===== config.mk =====
export PLATFORM = sky130hd
export DESIGN_NAME = mole_sched_flat
export DESIGN_NICKNAME = d
export VERILOG_FILES = /design/src/rtl/mole_pkg.sv /design/src/rtl/mole_sched_if.sv /design/src/rtl/lfsr_core.sv /design/src/rtl/mole_sched.sv /design/src/flat_wrapper.sv
export SDC_FILE = /design/constraint.sdc
export NUM_CORES = 1
export LEC_CHECK = 0
export CAP_MARGIN = 20
export CORE_UTILIZATION = 39
export CTS_CLUSTER_DIAMETER = 120
export CTS_CLUSTER_SIZE = 24
export DETAILED_ROUTE_END_ITERATION = 7
export GPL_TIMING_DRIVEN = 0
export PLACE_DENSITY_LB_ADDON = 0.3
export SKIP_CTS_REPAIR_TIMING = 1
export SLEW_MARGIN = 20
export SYNTH_ARGS = -nofsm -noshare
export SYNTH_HDL_FRONTEND = slang
export SYNTH_HIERARCHICAL = 1
export SYNTH_SLANG_ARGS = --single-unit

===== constraint.sdc =====
create_clock -name clk -period 7.1 [get_ports clk]
set_clock_uncertainty 0.2 [all_clocks]
set_input_delay 1.065 -clock clk [delete_from_list [all_inputs] [get_ports clk]]
set_output_delay 1.065 -clock clk [all_outputs]
set_load 0.01 [all_outputs]

===== src/rtl/mole_pkg.sv =====
// Shared types and helpers for the whack-a-mole round engine.
// Contents: round state enum, default LFSR tap mask, clog2 helper.
package mole_pkg;

    typedef enum logic [2:0] {
        IDLE,
        PICK,
        SHOW,
        GAP,
        DONE
    } state_t;

    // x^6 + x^5 + 1, maximal length for a 6-bit register
    localparam logic [5:0] TAPS_DEFAULT = 6'b110000;

    // Ceiling log2, never less than 1 so it can size a vector directly
    function automatic int unsigned clog2(input int unsigned value);
        int unsigned width;
        width = 1;
        while ((32'd1 << width) < value) begin
            width++;
        end
        return width;
    endfunction

endpackage


===== src/rtl/mole_sched_if.sv =====
// Player/display-side bundle of the mole round engine.
// master: drives start, seed, hold length and buttons; observes the game outputs.
// slave : the engine itself.
interface mole_sched_if #(
    parameter int unsigned LFSR_W  = 6,
    parameter int unsigned N_HOLES = 8,
    parameter int unsigned HOLD_W  = 24,
    parameter int unsigned SCORE_W = 6
);

    logic                i_start;
    logic                i_seed_dv;
    logic [LFSR_W-1:0]   i_seed_data;
    logic [HOLD_W-1:0]   i_hold_len;
    logic [N_HOLES-1:0]  button;

    logic [N_HOLES-1:0]  o_mole;
    logic [SCORE_W-1:0]  o_score;
    logic [SCORE_W-1:0]  o_miss;
    logic                o_hit;
    logic                o_busy;
    logic                o_done;
    logic [LFSR_W-1:0]   o_rand;

    modport master (
        output i_start, i_seed_dv, i_seed_data, i_hold_len, button,
        input  o_mole, o_score, o_miss, o_hit, o_busy, o_done, o_rand
    );

    modport slave (
        input  i_start, i_seed_dv, i_seed_data, i_hold_len, button,
        output o_mole, o_score, o_miss, o_hit, o_busy, o_done, o_rand
    );

endinterface


===== src/rtl/lfsr_core.sv =====
// Seedable Fibonacci LFSR, steps every cycle.
// Ports: clk, reset (async active-low), seed_dv/seed_data (load, zero seed loads 1),
//        q (current state, never 0).
module lfsr_core
    import mole_pkg::*;
#(
    parameter int unsigned       LFSR_W = 6,
    parameter logic [LFSR_W-1:0] TAPS   = LFSR_W'(TAPS_DEFAULT)
) (
    input  logic              clk,
    input  logic              reset,
    input  logic              seed_dv,
    input  logic [LFSR_W-1:0] seed_data,
    output logic [LFSR_W-1:0] q
);

    logic fb;

    assign fb = ^(q & TAPS);

    // Seed load wins over stepping; a zero seed would lock the register up
    always_ff @(posedge clk or negedge reset) begin
        if (!reset) begin
            q <= LFSR_W'(1);
        end else if (seed_dv) begin
            q <= (seed_data == '0) ? LFSR_W'(1) : seed_data;
        end else begin
            q <= {q[LFSR_W-2:0], fb};
        end
    end

endmodule


===== src/rtl/mole_sched.sv =====
// Whack-a-mole round engine: picks a random hole, lights it for a hold time,
// scores presses against it and runs a fixed number of rounds per game.
// Ports: clk, reset (async active-low), bus (mole_sched_if.slave: start, seed,
//        hold length, buttons in; mole, score, miss, hit, busy, done, rand out).
// Build option: define SPEEDUP_EN to shorten the hold time by 1/8 on every hit,
//               floored at MIN_HOLD.
module mole_sched
    import mole_pkg::*;
#(
    parameter int unsigned       LFSR_W     = 6,
    parameter logic [LFSR_W-1:0] TAPS       = LFSR_W'(TAPS_DEFAULT),
    parameter int unsigned       N_HOLES    = 8,
    parameter int unsigned       HOLD_W     = 24,
    parameter int unsigned       GAP_CYCLES = 4,
    parameter int unsigned       ROUNDS     = 32,
    parameter int unsigned       SCORE_W    = 6,
    parameter int unsigned       MIN_HOLD   = 16
) (
    input logic         clk,
    input logic         reset,
    mole_sched_if.slave bus
);

    localparam int unsigned IDX_W = clog2(N_HOLES);
    localparam int unsigned RND_W = clog2(ROUNDS + 1);
    localparam int unsigned GAP_W = clog2(GAP_CYCLES);

    state_t             state, state_n;
    logic [LFSR_W-1:0]  lfsr;
    logic [N_HOLES-1:0] button_q, press;
    logic [N_HOLES-1:0] mole, mole_n;
    logic [SCORE_W-1:0] score, score_n;
    logic [SCORE_W-1:0] miss, miss_n;
    logic               hit, hit_n;
    logic               busy, busy_n;
    logic               done, done_n;
    logic [HOLD_W-1:0]  timer, timer_n;
    logic [HOLD_W-1:0]  hold_cur;
    logic [RND_W-1:0]   round, round_n;
    logic [GAP_W-1:0]   gap_cnt, gap_cnt_n;
    logic [IDX_W-1:0]   idx, prev, prev_n;
    logic               prev_valid, prev_valid_n;
    logic               cand_ok, hit_now, wrong_now, timeout;

    function automatic logic [SCORE_W-1:0] sat_inc(input logic [SCORE_W-1:0] v);
        return (v == '1) ? v : v + SCORE_W'(1);
    endfunction

    lfsr_core #(
        .LFSR_W (LFSR_W),
        .TAPS   (TAPS)
    ) u_lfsr (
        .clk       (clk),
        .reset     (reset),
        .seed_dv   (bus.i_seed_dv),
        .seed_data (bus.i_seed_data),
        .q         (lfsr)
    );

    // Candidate hole from the low LFSR bits; never repeat the previous hole
    assign idx       = lfsr[IDX_W-1:0];
    assign cand_ok   = (32'(idx) < N_HOLES) && (!prev_valid || (idx != prev));
    assign press     = bus.button & ~button_q;
    assign hit_now   = |(press & mole);
    assign wrong_now = (|press) && !hit_now;
    assign timeout   = (timer == HOLD_W'(1));

`ifdef SPEEDUP_EN
    logic [HOLD_W-1:0] hold, hold_n, hold_dec;

    assign hold_dec = hold - (hold >> 3);
    assign hold_cur = hold;

    // Per-game hold length, shrinks on each hit
    always_ff @(posedge clk or negedge reset) begin
        if (!reset) begin
            hold <= '0;
        end else begin
            hold <= hold_n;
        end
    end
`else
    // The hold floor only matters when the speed-up is built in
    localparam int unsigned min_hold_unused = MIN_HOLD;

    assign hold_cur = bus.i_hold_len;
`endif

    // Round FSM: next state, counters and next registered outputs
    always_comb begin
        state_n      = state;
        mole_n       = mole;
        score_n      = score;
        miss_n       = miss;
        hit_n        = 1'b0;
        timer_n      = timer;
        round_n      = round;
        gap_cnt_n    = gap_cnt;
        prev_n       = prev;
        prev_valid_n = prev_valid;
`ifdef SPEEDUP_EN
        hold_n       = hold;
`endif
        case (state)
            IDLE, DONE: begin
                mole_n = '0;
                if (bus.i_start) begin
                    score_n      = '0;
                    miss_n       = '0;
                    round_n      = '0;
                    prev_valid_n = 1'b0;
`ifdef SPEEDUP_EN
                    hold_n       = bus.i_hold_len;
`endif
                    state_n      = PICK;
                end
            end
            PICK: begin
                mole_n = '0;
                if (cand_ok) begin
                    mole_n       = N_HOLES'(1) << idx;
                    prev_n       = idx;
                    prev_valid_n = 1'b1;
                    timer_n      = (hold_cur == '0) ? HOLD_W'(1) : hold_cur;
                    state_n      = SHOW;
                end
            end
            SHOW: begin
                timer_n = timer - HOLD_W'(1);
                // A correct hit overrides both a simultaneous wrong press and the timeout
                if (hit_now) begin
                    hit_n     = 1'b1;
                    score_n   = sat_inc(score);
                    mole_n    = '0;
                    gap_cnt_n = '0;
                    state_n   = GAP;
`ifdef SPEEDUP_EN
                    hold_n    = (hold_dec < HOLD_W'(MIN_HOLD)) ? HOLD_W'(MIN_HOLD) : hold_dec;
`endif
                end else begin
                    if (wrong_now) begin
                        miss_n = sat_inc(miss_n);
                    end
                    if (timeout) begin
                        miss_n    = sat_inc(miss_n);
                        mole_n    = '0;
                        gap_cnt_n = '0;
                        state_n   = GAP;
                    end
                end
            end
            GAP: begin
                mole_n = '0;
                if (gap_cnt == GAP_W'(GAP_CYCLES - 1)) begin
                    round_n = round + RND_W'(1);
                    state_n = (round_n == RND_W'(ROUNDS)) ? DONE : PICK;
                end else begin
                    gap_cnt_n = gap_cnt + GAP_W'(1);
                end
            end
            default: begin
                mole_n  = '0;
                state_n = IDLE;
            end
        endcase
        busy_n = (state_n == PICK) || (state_n == SHOW) || (state_n == GAP);
        done_n = (state_n == DONE);
    end

    // State, counters, button edge history and output registers
    always_ff @(posedge clk or negedge reset) begin
        if (!reset) begin
            state      <= IDLE;
            button_q   <= '0;
            mole       <= '0;
            score      <= '0;
            miss       <= '0;
            hit        <= 1'b0;
            busy       <= 1'b0;
            done       <= 1'b0;
            timer      <= '0;
            round      <= '0;
            gap_cnt    <= '0;
            prev       <= '0;
            prev_valid <= 1'b0;
        end else begin
            state      <= state_n;
            button_q   <= bus.button;
            mole       <= mole_n;
            score      <= score_n;
            miss       <= miss_n;
            hit        <= hit_n;
            busy       <= busy_n;
            done       <= done_n;
            timer      <= timer_n;
            round      <= round_n;
            gap_cnt    <= gap_cnt_n;
            prev       <= prev_n;
            prev_valid <= prev_valid_n;
        end
    end

    assign bus.o_mole  = mole;
    assign bus.o_score = score;
    assign bus.o_miss  = miss;
    assign bus.o_hit   = hit;
    assign bus.o_busy  = busy;
    assign bus.o_done  = done;
    assign bus.o_rand  = lfsr;

endmodule


===== src/flat_wrapper.sv =====
// flat-port wrapper written by rule: the top's interface ports become plain ports
module mole_sched_flat import mole_pkg::*;
#(
    parameter int unsigned       LFSR_W     = 6,
    parameter logic [LFSR_W-1:0] TAPS       = LFSR_W'(TAPS_DEFAULT),
    parameter int unsigned       N_HOLES    = 8,
    parameter int unsigned       HOLD_W     = 24,
    parameter int unsigned       GAP_CYCLES = 4,
    parameter int unsigned       ROUNDS     = 32,
    parameter int unsigned       SCORE_W    = 6,
    parameter int unsigned       MIN_HOLD   = 16
)
  (clk, reset, bus_i_start, bus_i_seed_dv, bus_i_seed_data, bus_i_hold_len, bus_button, bus_o_mole, bus_o_score, bus_o_miss, bus_o_hit, bus_o_busy, bus_o_done, bus_o_rand);
  mole_sched_if #(.LFSR_W(LFSR_W), .N_HOLES(N_HOLES), .HOLD_W(HOLD_W), .SCORE_W(SCORE_W)) bus_i ();
  input logic clk;
  input logic reset;
  input wire logic [$bits(bus_i.i_start)-1:0] bus_i_start;
  input wire logic [$bits(bus_i.i_seed_dv)-1:0] bus_i_seed_dv;
  input wire logic [$bits(bus_i.i_seed_data)-1:0] bus_i_seed_data;
  input wire logic [$bits(bus_i.i_hold_len)-1:0] bus_i_hold_len;
  input wire logic [$bits(bus_i.button)-1:0] bus_button;
  output wire logic [$bits(bus_i.o_mole)-1:0] bus_o_mole;
  output wire logic [$bits(bus_i.o_score)-1:0] bus_o_score;
  output wire logic [$bits(bus_i.o_miss)-1:0] bus_o_miss;
  output wire logic [$bits(bus_i.o_hit)-1:0] bus_o_hit;
  output wire logic [$bits(bus_i.o_busy)-1:0] bus_o_busy;
  output wire logic [$bits(bus_i.o_done)-1:0] bus_o_done;
  output wire logic [$bits(bus_i.o_rand)-1:0] bus_o_rand;
  assign bus_i.i_start = bus_i_start;
  assign bus_i.i_seed_dv = bus_i_seed_dv;
  assign bus_i.i_seed_data = bus_i_seed_data;
  assign bus_i.i_hold_len = bus_i_hold_len;
  assign bus_i.button = bus_button;
  assign bus_o_mole = bus_i.o_mole;
  assign bus_o_score = bus_i.o_score;
  assign bus_o_miss = bus_i.o_miss;
  assign bus_o_hit = bus_i.o_hit;
  assign bus_o_busy = bus_i.o_busy;
  assign bus_o_done = bus_i.o_done;
  assign bus_o_rand = bus_i.o_rand;
  mole_sched #(.LFSR_W(LFSR_W), .TAPS(TAPS), .N_HOLES(N_HOLES), .HOLD_W(HOLD_W), .GAP_CYCLES(GAP_CYCLES), .ROUNDS(ROUNDS), .SCORE_W(SCORE_W), .MIN_HOLD(MIN_HOLD)) u_core (.clk(clk), .reset(reset), .bus(bus_i));
endmodule

* Word level (Yosys, flattened, before mapping)
Index checks and enable logic that the tools add are counted.
Operators by class: reductions and logical operators 25, add/subtract/negate cells 6, multiplexer cells 39, shift-type cells 1, bitwise logic cells 3, eq/ne operators 23
Operators by type and width (number):
- 6-bit 2-to-1 mux | 13
- 24-bit 2-to-1 mux | 2
- 24-bit case mux with 2 select lines | 1
- 6-bit case mux with 2 select lines | 3
- 6-bit by 1-bit adder with 6-bit output (second input constant) | 4
- 24-bit by 1-bit == test with 1-bit output (second input constant) | 1
- 6-bit == test (second input constant) | 4
- 24-bit zero test | 1
- 8-bit 2-to-1 mux | 3
- 24-bit by 1-bit subtractor with 24-bit output (second input constant) | 1
- 3-bit 2-to-1 mux | 6
- 8-bit bitwise AND | 2
- 8-bit case mux with 2 select lines | 1
- 8-bit OR reduction | 2
- 3-bit by 2-bit == test with 1-bit output (second input constant) | 4
- 3-bit case mux with 4 select lines | 1
- 3-bit AND reduction | 4
- 2-bit nonzero test | 5
- 2-bit inequality test (second input constant) | 4
- 8-bit NOT | 1
- 1-bit by 3-bit << shifter with 8-bit output (first input constant) | 1
- 3-bit by 1-bit == test with 1-bit output (second input constant) | 2
- 3-bit == test (second input constant) | 2
- 6-bit zero test | 1
- other kinds (17) | 28
Storage, ports and cells: logic and storage cells 111, input bits 42, bits in registers 76

* Longest topological paths before layout
Gate-level depths: netlist (run 1).
word-level depth 14, mapped depth 11

* Modules after synthesis
Netlist (run 1), hierarchy kept.
By module, submodules not included:
- mole_sched | cells each 425, area each 3895.0 µm², instances 1
- lfsr_core | cells each 18, area each 269.0 µm², instances 1

* Worst setup path after synthesis (run 1)
No wires, ideal clock.
path type input port to flip-flop, start in bus_button[3], end reg u_core.miss[4] (netlist: u_core/bus.o_miss[4]), data arrival time 3.295 ns, buffers on the path 1, path slack 3.528 ns, data required time 6.823 ns, stages on the path 11, cells stage by stage nor2b_1 > a22o_1 > nor4_1 > buf_2 > nand3_1 > mux2_2 > ha_1 > nand2_2 > nor3_2 > mux2_1 > o21ai_1
On the way: longest elaborated chain between the ends 13, elaborated cells between the ends (all ways) 17
RTL lines:
- start: declaration | RTL line flat_wrapper.sv:21 | input wire logic [$bits(bus_i.button)-1:0] bus_button;
- 8-bit bitwise AND * | RTL line mole_sched.sv:63 | assign press = bus.button & ~button_q;
- 8-bit bitwise AND | RTL line mole_sched.sv:64 | assign hit_now = |(press & mole);
- 8-bit OR reduction | RTL line mole_sched.sv:64
- 1-bit zero test | RTL line mole_sched.sv:65 | assign wrong_now = (|press) && !hit_now;
- 1-bit logical AND | RTL line mole_sched.sv:65
- 6-bit 2-to-1 mux | RTL line mole_sched.sv:141 | if (wrong_now) begin
- 6-bit 2-to-1 mux | RTL line mole_sched.sv:131 | if (hit_now) begin
- 6-bit 2-to-1 mux | RTL line mole_sched.sv:104 | case (state)
- 6-bit by 1-bit adder with 6-bit output / 6-bit == test (equally long branches) | RTL line mole_sched.sv:46 | return (v == '1) ? v : v + SCORE_W'(1);
- 6-bit 2-to-1 mux | RTL line mole_sched.sv:46
- 6-bit 2-to-1 mux | RTL line mole_sched.sv:144 | if (timeout) begin
- 6-bit 2-to-1 mux | RTL line mole_sched.sv:131
- 6-bit case mux with 2 select lines | RTL line mole_sched.sv:104
- end signal: assignment | RTL line mole_sched.sv:191 | miss <= miss_n;
- end: declaration | RTL line mole_sched.sv:33 | logic [SCORE_W-1:0] miss, miss_n;
Mark *: on every way between the ends. The rest lies on a longest branch, timed or not. The select of a mux whose other input is x is not followed. A chain may end at the register's enable or synchronous reset.

* Worst setup path in the final report (run 1)
Ends and elaborated chain as after synthesis.

==> results.sh, run 1 <==
export IMPL_result_of_the_run="complete, no violations"
export IMPL_timing_critical_path_to="u_core/bus.o_miss[4]$_DFFE_PN0P_"
export IMPL_worstHoldPathType="reg2reg"
export IMPL_post_synth_instance_area_um2=4160
export IMPL_tritoncts_num_sinks=76
export IMPL_critPathCaptureType="register"
export IMPL_drt_initial_drc_count=193
export IMPL_layout_area_overhead_vs_synth_pct=25.8
export IMPL_die_height_um=105
export IMPL_drt_total_wl_mm=10.5
export IMPL_synthMostInstantiatedCell="dfrtp_1"
export IMPL_async_sr_flop_fraction_pct=100
export IMPL_switching_share_pct=42.2
export IMPL_ctsLongestPathBuffers=2
export IMPL_totalPowerFinal_mw=1.75
export IMPL_pins_over_their_slew_limit=0
export IMPL_worst_r2r_dst="u_core/bus.o_miss[4]$_DFFE_PN0P_"
export IMPL_max_cap_violations=0
export IMPL_tritoncts_clock_tree="done"
export IMPL_design_die_area_um2=11100
export IMPL_cp_num_buf_inv=2
export IMPL_sequentialPowerShare_pct=39.7
export IMPL_pwr_share_clk_pct=18.5
export IMPL_number_of_synthesized_register_bits=76
export IMPL_critical_path_top_delay_family="simple AND/OR/NAND/NOR gates"
export IMPL_core_um2=10300
export IMPL_worst_ir_drop_vdd_uv=138
export IMPL_synth_edf_count=0
export IMPL_via_per_inst=5.70
export IMPL_grt_overflow=0
export IMPL_crit_path_cell_trace="clkdlybuf4s50_1, nor2b_1, a22o_1, nor4_1, buf_2, nand3_1, mux2_2, ha_1, nand2_2, nor3_2, mux2_1, o21ai_1"
export IMPL_synth_seq_area_share_pct=45.7
export IMPL_final_nets=573
export IMPL_power_density_nw_per_um2=333
export IMPL_design_portCount=71
export IMPL_comb_power_share_pct=41.8
export IMPL_start_of_the_worst_register_to_register_path="u_core/bus.o_mole[3]$_DFFE_PN0P_"
export IMPL_floorplan_rows=37
export IMPL_dr_pass1_iters=5
export IMPL_critical_path_depth=12
export IMPL_place_hpwl_mm=7.85
export IMPL_ys_top_cells_by_area="dfrtp_1 45%, nand2_1 5.5%, nand3_1 3.4%, nor2_1 3.1%, o21ai_0 2.5%"
export IMPL_min_period_ns=4.17
export IMPL_critPathArrivalTime_ns=4.25
export IMPL_final_hold_worst_slack_ns=0.312
export IMPL_yosys_area_top_type="dfrtp_1"
export IMPL_max_stage_delay_ns=0.54
export IMPL_post_synth_top_area_fraction_pct=45.1
export IMPL_diodes=0
export IMPL_worstSetupPathType="in2reg"
export IMPL_startpoint_type="primary input"
export IMPL_cts_root_buf="clkbuf_8"
export IMPL_ff2ff_setup_slack_ns=3.78
export IMPL_final_period_utilization_pct=58.8
export IMPL_chipWidth_um=105
export IMPL_initial_core_util_pct=40.3
export IMPL_setup_total_negative_slack_ns=0
export IMPL_power_net_switching_uw=736
export IMPL_clk_pin_slew_worst_paths_ns=0.09
export IMPL_finalSetupViolations=0
export IMPL_worst_tran_pin_value_ns=0.716
export IMPL_place_congestion=0.818
export IMPL_dominantRegCellSynth="dfrtp_1"
export IMPL_cts_htree_levels=3
export IMPL_track_usage_pct=19.7
export IMPL_netlist_instances=443
export IMPL_critPathMaxFanout=10
export IMPL_drive_gt1_share_pct=8.32
export IMPL_hold_viol=0
export IMPL_antenna_found_initial=0
export IMPL_crit_path_top_delay_cell="nor4_1"
export IMPL_startpoint_of_the_worst_setup_timing_path="bus_button[3]"
export IMPL_port_buffers=69
export IMPL_ys_warnings_count=6
export IMPL_grt_pass1_wl_mm=17.5
export IMPL_pin_count_of_the_biggest_net_entering_global_routing=54
export IMPL_p_int_mw=1.01
export IMPL_ant_nets=0
export IMPL_max_freq_mhz=240
export IMPL_synth_distinct_cells=60
export IMPL_p_leak_nw=2.14
export IMPL_cts_inserted_buffers=9
export IMPL_drc=0
export IMPL_clk_latency_ns=0.36
export IMPL_vias=3790
export IMPL_rsz_0062_raised_after_global_routing="no"
export IMPL_vias_in_the_first_global_route=3681
export IMPL_timing_slew_headroom_pct=51.9
export IMPL_synth_common_cells="75 x dfrtp_1, 61 x nand2_1, 34 x nor2_1, 28 x nand3_1, 21 x o21ai_0"
export IMPL_wire_per_inst_um=15.8
export IMPL_avgSynthCellArea_um2=9.40
export IMPL_crit_path_required_time_ns=7.18
export IMPL_reg2reg_depth=10
export IMPL_min_delay_start="u_core/prev[0]$_DFFE_PN0P_"
export IMPL_postSynthNetCount=492
## cell type report
type / count / area, um2
fill: 976 / 5080
multi-input combinational: 339 / 2140
sequential: 76 / 1900
timing repair buffer: 70 / 716
tap: 136 / 170
clock buffer: 9 / 124
buffer: 17 / 82.6
clock inverter: 7 / 65.1
inverter: 11 / 41.3
## worst min-delay path by stage
stage / endpoint / slack [ns] / cells after the start
2_1_floorplan: u_core/prev_valid$_DFFE_PN0P_ / 0.25 / 2
3_3_place_gp: u_core/prev[2]$_DFFE_PN0P_ / 0.28 / 2
3_5_place_dp: u_core/prev[0]$_DFFE_PN0P_ / 0.29 / 2
4_1_cts: u_core/timer[8]$_DFFE_PN0P_ / 0.31 / 1
5_1_grt: u_core/gap_cnt[1]$_DFFE_PN0P_ / 0.33 / 1
6_report: u_core/prev[0]$_DFFE_PN0P_ / 0.31 / 2
## worst min-delay path: stages, from the launching register on
cell and delay [ns]:
dfrtp_1 0.37, nand2_1 0.06, nand2_1 0.06
## layer usage
layer / vias to the layer above / GRT usage, % / part of all wire, %
li1: 1791 / - / -
met1: 1857 / 25.3 / 44
met2: 121 / 32.8 / 49
met3: 21 / 3.03 / 4.5
met4: 0 / 8.75 / 2.3
met5: - / 0 / 0
## power groups by stage
stage          Clock, mW  Sequential [mW]  Combinational, mW
5_1_grt            0.349            0.712              0.817
3_3_place_gp           0            0.689              0.703
2_1_floorplan          0            0.679              0.493
4_1_cts            0.331            0.691              0.730
6_report           0.323            0.693              0.729
3_5_place_dp           0            0.698              0.727
## cells in the final DEF (no fill, tap or decap), types with 10 or more instances in the layout
cell	synthesis	final
clkbuf_1	12	12
a21oi_1	18	18
nor2_1	34	34
nor3_1	12	12
o21ai_0	21	21
clkdlybuf4s50_1	0	68
nand3_1	28	28
nor2b_1	11	11
inv_1	10	10
nor4_1	11	11
dfrtp_1	75	75
nand2_1	61	61
## per-stage QoR
| step | setup WS, ns | cells | utilization, % | cell area, um2 |
|---|---|---|---|---|
| after global placement | 2.07 | 648 | 48.7 | 5020 |
| final | 2.93 | 665 | 50.7 | 5240 |
| after global routing | 2.74 | 665 | 50.7 | 5240 |
| after CTS | 2.90 | 665 | 50.7 | 5240 |
| after floorplan | 3.53 | 443 | - | 4160 |
| after detailed placement | 2.53 | 649 | 48.9 | 5050 |
## registers in the layout, summed over array words and instances, names as in the netlist
signal	cells
u_core/bus.o_busy	1
u_core/bus.o_done	1
u_core/bus.o_hit	1
u_core/bus.o_miss	6
u_core/bus.o_mole	8
u_core/bus.o_score	6
u_core/button_q	8
u_core/gap_cnt	2
u_core/prev	3
u_core/prev_valid	1
u_core/round	6
u_core/state	3
u_core/timer	24
u_core/u_lfsr/q	6
## cells by family after synthesis
kind of cell / after synthesis / share of synthesized area (%)
buf+inv: 28 / 2.97
flops: 76 / 45.7
fa+ha+maj: 7 / 2.10
xor+xnor: 15 / 3.16
mux: 15 / 4.33
simple gates: 199 / 24.4
compound gates: 103 / 17.3
(Power assumes the default switching activity.)
==> inputs of run 2 (changes only) <==
Clock period 7.1 ns to 3.9 ns, I/O delays scaled along.
==> run 2 against run 1 <==
First-iteration DRC count fell by 1.6%. Sequential share of layout area fell by 0.069 points. Global-route usage did not move. Cell count rose by 0.15%. Flip-flop and latch count did not move. Cell area rose by 0.19%. Largest cell class unchanged.
==> results.sh, run 2 (synthesized netlist as in run 1, its figures left out) <==
export IMPL_hold_viol=0
export IMPL_cp_num_buf_inv=2
export IMPL_crit_path_cell_trace="clkdlybuf4s50_1, nor2b_1, a22o_1, nor4_1, buf_2, nand3_1, mux2_2, ha_1, nand2_2, nor3_2, mux2_1, o21ai_1"
export IMPL_max_cap_violations=0
export IMPL_crit_path_top_delay_cell="nor4_1"
export IMPL_via_per_inst=5.66
export IMPL_power_density_nw_per_um2=605
export IMPL_chipWidth_um=105
export IMPL_pin_count_of_the_biggest_net_entering_global_routing=54
export IMPL_drt_initial_drc_count=190
export IMPL_grt_pass1_wl_mm=17.5
export IMPL_regMostFlops="u_core/timer"
export IMPL_groute_layer_met3_usage_pct=3.03
export IMPL_worstHoldPathType="in2reg"
export IMPL_max_stage_delay_ns=0.55
export IMPL_max_freq_mhz=270
export IMPL_final_period_utilization_pct=95.0
export IMPL_critPathCaptureType="register"
export IMPL_cts_root_buf="clkbuf_8"
export IMPL_ant_nets=0
export IMPL_critical_path_top_delay_family="simple AND/OR/NAND/NOR gates"
export IMPL_n_fill_cell=976
export IMPL_design_die_area_um2=11100
export IMPL_finalSetupViolations=0
export IMPL_clk_pin_slew_worst_paths_ns=0.09
export IMPL_cts_htree_levels=3
export IMPL_place_congestion=0.818
export IMPL_wire_per_inst_um=15.7
export IMPL_design_portCount=71
export IMPL_vias_in_the_first_global_route=3681
export IMPL_core_um2=10300
export IMPL_antenna_found_initial=0
export IMPL_setup_total_negative_slack_ns=0
export IMPL_timing_slew_headroom_pct=52.2
export IMPL_result_of_the_run="complete, no violations"
export IMPL_post_place_ws_ns=-0.186
export IMPL_place_hpwl_mm=7.85
export IMPL_min_period_ns=3.71
export IMPL_start_of_the_worst_register_to_register_path="u_core/bus.o_mole[3]$_DFFE_PN0P_"
export IMPL_worst_tran_pin_value_ns=0.713
export IMPL_track_usage_pct=19.7
export IMPL_numPlacedInstances=649
export IMPL_initial_core_util_pct=40.3
export IMPL_p_leak_nw=2.15
export IMPL_largest_register_ff_count=24
export IMPL_drc=0
export IMPL_met1_usage_pct=25.3
export IMPL_diodes=0
export IMPL_die_height_um=105
export IMPL_most_common_layout_cells="75 x dfrtp_1, 68 x clkdlybuf4s50_1, 61 x nand2_1, 34 x nor2_1, 28 x nand3_1"
export IMPL_grt_overflow=0
export IMPL_port_buffers=69
export IMPL_layout_cells_most_common="dfrtp_1"
export IMPL_layout_area_overhead_vs_synth_pct=26.1
export IMPL_min_delay_start="bus_i_seed_dv"
export IMPL_drive_gt1_share_pct=8.30
export IMPL_pins_over_their_slew_limit=0
export IMPL_crit_path_required_time_ns=3.98
export IMPL_final_core_utilization_pct=50.8
export IMPL_finalNonFillerCells=666
export IMPL_dr_pass1_iters=4
export IMPL_final_nets=574
export IMPL_ctsLongestPathBuffers=2
export IMPL_vias=3769
export IMPL_worst_ir_drop_vdd_uv=251
export IMPL_floorplan_rows=37
export IMPL_worstSetupPathType="in2reg"
export IMPL_grt_busiest_layer="met2"
export IMPL_totalPowerFinal_mw=3.18
export IMPL_clk_latency_ns=0.36
export IMPL_cts_inserted_buffers=9
export IMPL_critPathArrivalTime_ns=3.79
export IMPL_tritoncts_num_sinks=76
export IMPL_final_setup_worst_slack_ns=0.193
export IMPL_tritoncts_clock_tree="done"
export IMPL_drt_total_wl_mm=10.4
export IMPL_startpoint_of_the_worst_setup_timing_path="bus_button[3]"
export IMPL_critPathMaxFanout=10
export IMPL_groute_layer_met2_usage_pct=32.8
export IMPL_startpoint_type="primary input"
export IMPL_rsz_0062_raised_after_global_routing="no"
[run 2: through the flow]
stage | cell area [um2] | hold WS, ns
finish | 5250 | 0.207
global route | 5250 | 0.208
detailed placement | 5050 | 0.289
global placement | 5020 | 0.283
CTS | 5240 | -0.0756
floorplan | 4160 | 0.0894
[run 2: worst paths after layout]
kind	to	slack, ns	cells after the start
max in group asynchronous	u_core/u_lfsr/q[0]$_DFF_PN1_	2.41	3
setup / recovery	u_core/bus.o_miss[4]$_DFFE_PN0P_	0.19	12
min in group asynchronous	u_core/bus.o_miss[1]$_DFFE_PN0P_	0.47	2
hold reg to reg	u_core/prev[0]$_DFFE_PN0P_	0.31	2
hold / removal	u_core/u_lfsr/q[0]$_DFF_PN1_	0.21	2
setup reg to reg	u_core/bus.o_miss[4]$_DFFE_PN0P_	0.56	10
[run 2: cell type report]
class	instances	area, um2	share of cell area, %
Timing Repair Buffer	71	726	13.8
Inverter	11	41.3	0.787
Tap cell	136	170	3.24
Buffer	17	82.6	1.57
Clock buffer	9	124	2.36
Sequential cell	76	1900	36.3
Clock inverter	7	65.1	1.24
Multi-Input combinational cell	339	2140	40.7
[run 2: metal layers]
metal / vias up / share of wire (%) / routed length [um]
li1: 1795 / - / -
met1: 1845 / 45 / 4720
met2: 110 / 49 / 5110
met3: 19 / 3.7 / 389
met4: 0 / 2.1 / 218
met5: - / 0 / 0
[run 2: power by group]
| part | internal (mW) | switching, mW | leakage [nW] | total [mW] |
|---|---|---|---|---|
| logic | 0.572 | 0.756 | 1.10 | 1.33 |
| clock network | 0.247 | 0.341 | 0.0943 | 0.588 |
| registers | 1.02 | 0.241 | 0.949 | 1.26 |
| total | 1.84 | 1.34 | 2.15 | 3.18 |
==> inputs of run 3 (changes only) <==
Settings changed: SYNTH_HIERARCHICAL 1 to unset.
Clock period 3.9 ns to 2.95 ns, I/O delays scaled along.
==> run 3 against run 2 <==
Routed wire length increased by 5.2%. Combinational power rose by 41%. The flow now finishes with violations (negative setup slack). Die area up 0.53%.
==> results.sh, run 3 <==
export IMPL_result_of_the_run="finished, violations left"
export IMPL_failing_checks="negative setup slack"
export IMPL_async_sr_flop_fraction_pct=100
export IMPL_ctsLongestPathBuffers=2
export IMPL_drc=0
export IMPL_ant_nets=0
export IMPL_tritoncts_clock_tree="done"
export IMPL_timing_slew_headroom_pct=56.0
export IMPL_netlist_instances=449
export IMPL_drt_initial_drc_count=275
export IMPL_core_um2=10400
export IMPL_drive_gt1_share_pct=16.2
export IMPL_design_portCount=71
export IMPL_diodes=0
export IMPL_worstSetupPathType="in2reg"
export IMPL_synth_edf_count=0
export IMPL_dr_pass1_iters=5
export IMPL_final_setup_worst_slack_ns=-0.109
export IMPL_track_usage_pct=20.3
export IMPL_cts_inserted_buffers=9
export IMPL_cts_htree_levels=3
export IMPL_port_buffers=69
export IMPL_place_hpwl_mm=7.90
export IMPL_largest_register_ff_count=24
export IMPL_layout_cells_most_common="dfrtp_1"
export IMPL_dominantRegCellSynth="dfrtp_1"
export IMPL_power_density_nw_per_um2=781
export IMPL_worstHoldPathType="in2reg"
export IMPL_min_period_ns=3.06
export IMPL_design_die_area_um2=11200
export IMPL_met2_length_mm=5.35
export IMPL_postLayoutCellArea_um2=5630
export IMPL_floorplan_rows=37
export IMPL_grt_overflow=0
export IMPL_tritoncts_num_sinks=76
export IMPL_synth_common_cells="75 x dfrtp_1, 62 x nand2_1, 36 x nor2_1, 32 x o21ai_0, 26 x nand3_1"
export IMPL_cp_common_cell="mux2i_1"
export IMPL_pins_over_their_slew_limit=0
export IMPL_layout_area_overhead_vs_synth_pct=34.6
export IMPL_cts_root_buf="clkbuf_8"
export IMPL_critPathMaxFanout=7
export IMPL_clk_latency_ns=0.35
export IMPL_die_height_um=106
export IMPL_yosys_area_top_type="dfrtp_1"
export IMPL_startpoint_of_the_worst_setup_timing_path="bus_button[4]"
export IMPL_regMostFlops="u_core.timer"
export IMPL_max_cap_violations=0
export IMPL_final_period_utilization_pct=104
export IMPL_post_synth_top_area_fraction_pct=44.8
export IMPL_crit_path_cell_trace="clkdlybuf4s50_1, nor2b_1, or4_4, or2_1, buf_6, nand3_4, mux2_4, ha_4, o211ai_1, mux2i_1, a211o_1, mux2i_1"
export IMPL_worst_ir_drop_vdd_uv=424
export IMPL_most_common_layout_cells="75 x dfrtp_1, 61 x nand2_1, 61 x clkdlybuf4s50_1, 36 x nor2_1, 30 x o21ai_0"
export IMPL_chipWidth_um=106
export IMPL_vias=3833
export IMPL_finalNonFillerCells=687
export IMPL_antenna_found_initial=0
export IMPL_route_top_layer_used="met4"
export IMPL_max_freq_mhz=327
export IMPL_synth_distinct_cells=68
export IMPL_crit_path_required_time_ns=2.97
export IMPL_worst_tran_pin_value_ns=0.658
export IMPL_p_leak_nw=2.38
export IMPL_timing_hold_worst_endpoint="u_core.button_q[2]$_DFF_PN0_"
export IMPL_startpoint_type="primary input"
export IMPL_avgSynthCellArea_um2=9.32
export IMPL_initial_core_util_pct=40.4
export IMPL_place_congestion=0.880
export IMPL_synthMostInstantiatedCell="dfrtp_1"
export IMPL_max_stage_delay_ns=0.44
export IMPL_post_synth_instance_area_um2=4190
export IMPL_wl_met3_um=497
export IMPL_start_of_the_worst_register_to_register_path="u_core.timer[5]$_DFFE_PN0P_"
export IMPL_final_nets=595
export IMPL_critPathArrivalTime_ns=3.08
export IMPL_m1WireLength_mm=5.01
export IMPL_grt_pass1_wl_mm=17.9
export IMPL_ys_top_cells_by_area="dfrtp_1 45%, nand2_1 5.6%, o21ai_0 3.8%, nor2_1 3.2%, nand3_1 3.1%"
export IMPL_n_fill_cell=951
export IMPL_placed_area_um2=5110
export IMPL_reg2reg_depth=9
export IMPL_numPlacedInstances=655
export IMPL_min_delay_path_depth=1
export IMPL_ys_warnings_count=0
export IMPL_min_delay_start="bus_button[2]"
export IMPL_worst_r2r_dst="u_core.bus.o_miss[5]$_DFFE_PN0P_"
export IMPL_pin_count_of_the_biggest_net_entering_global_routing=47
export IMPL_postSynthNetCount=498
export IMPL_vias_in_the_first_global_route=3665
export IMPL_drt_total_wl_mm=11.0
export IMPL_clk_pin_slew_worst_paths_ns=0.08
export IMPL_number_of_synthesized_register_bits=76
export IMPL_via_per_inst=5.58
export IMPL_synth_seq_area_share_pct=45.5
export IMPL_finalSetupViolations=4
export IMPL_wire_per_inst_um=16.0
export IMPL_crit_path_top_delay_cell="or4_4"
export IMPL_ff2ff_setup_slack_ns=-0.10
export IMPL_rsz_0062_raised_after_global_routing="yes"
export IMPL_hold_viol=0
export IMPL_critPathCaptureType="register"
==> run 3: per-layer routing <==
layer | track usage [%] | vias to the layer above
met5 | 0 | -
met4 | 6.65 | 0
met3 | 3.96 | 9
met2 | 33.0 | 108
met1 | 27.1 | 1850
li1 | - | 1866
==> run 3: cells by family after synthesis <==
kind of cell / Yosys count / share of synthesized area [%]
multiplexers: 14 / 3.56
AO/OA/AOI/OAI: 105 / 18.0
XOR/XNOR: 9 / 1.88
adder cells (fa/ha/maj): 7 / 2.09
buffers and inverters: 30 / 3.41
AND/OR/NAND/NOR: 208 / 25.6
flip-flops: 76 / 45.5
==> run 3: stage by stage <==
stage	TNS, ns	util, %	hold WS [ns]	power, mW	worst slack [ns]
2_1_floorplan	-0.0272	-	-0.0531	2.76	-0.0272
3_3_place_gp	-118.40	49.1	0.273	3.27	-1.52
3_5_place_dp	-4.92	49.3	0.211	3.35	-0.722
4_1_cts	-1.68	51.5	-0.172	4.27	-0.361
5_1_grt	-0.847	54.3	0.0245	4.72	-0.186
6_report	-0.291	54.3	0.0369	4.40	-0.109
==> run 3: worst max path at each step <==
stage / to / slack [ns] / cells past startpoint
detailed placement: u_core.bus.o_miss[3]$_DFFE_PN0P_ / -0.72 / 12
global route: u_core.bus.o_miss[0]$_DFFE_PN0P_ / -0.19 / 10
global placement: u_core.timer[12]$_DFFE_PN0P_ / -1.52 / 1
CTS: u_core.bus.o_miss[3]$_DFFE_PN0P_ / -0.36 / 12
floorplan: u_core.bus.o_miss[3]$_DFFE_PN0P_ / -0.03 / 11
finish: u_core.bus.o_miss[0]$_DFFE_PN0P_ / -0.11 / 12
==> run 3: where the power goes <==
group	switching [mW]	internal [mW]
logic	1.03	0.842
registers	0.293	1.33
clock network	0.405	0.503
==> run 3: area by class of cell <==
type | instances | area (um2) | share of cell area [%]
Clock buffer | 11 | 141 | 2.51
Clock inverter | 5 | 85.1 | 1.51
Buffer | 18 | 111 | 1.98
Multi-Input combinational cell | 343 | 2310 | 41.0
Tap cell | 136 | 170 | 3.02
Sequential cell | 76 | 1900 | 33.8
Timing Repair Buffer | 86 | 863 | 15.3
Inverter | 12 | 50.0 | 0.888
==> run 3: critical path, delay by kind of cell <==
| family | cells | cell delay [ns] |
|---|---|---|
| adder cells (fa/ha/maj) | 1 | 0.20 |
| buffers and inverters | 2 | 0.57 |
| multiplexers | 3 | 0.55 |
| AND/OR/NAND/NOR | 4 | 0.90 |
| AO/OA/AOI/OAI | 2 | 0.41 |
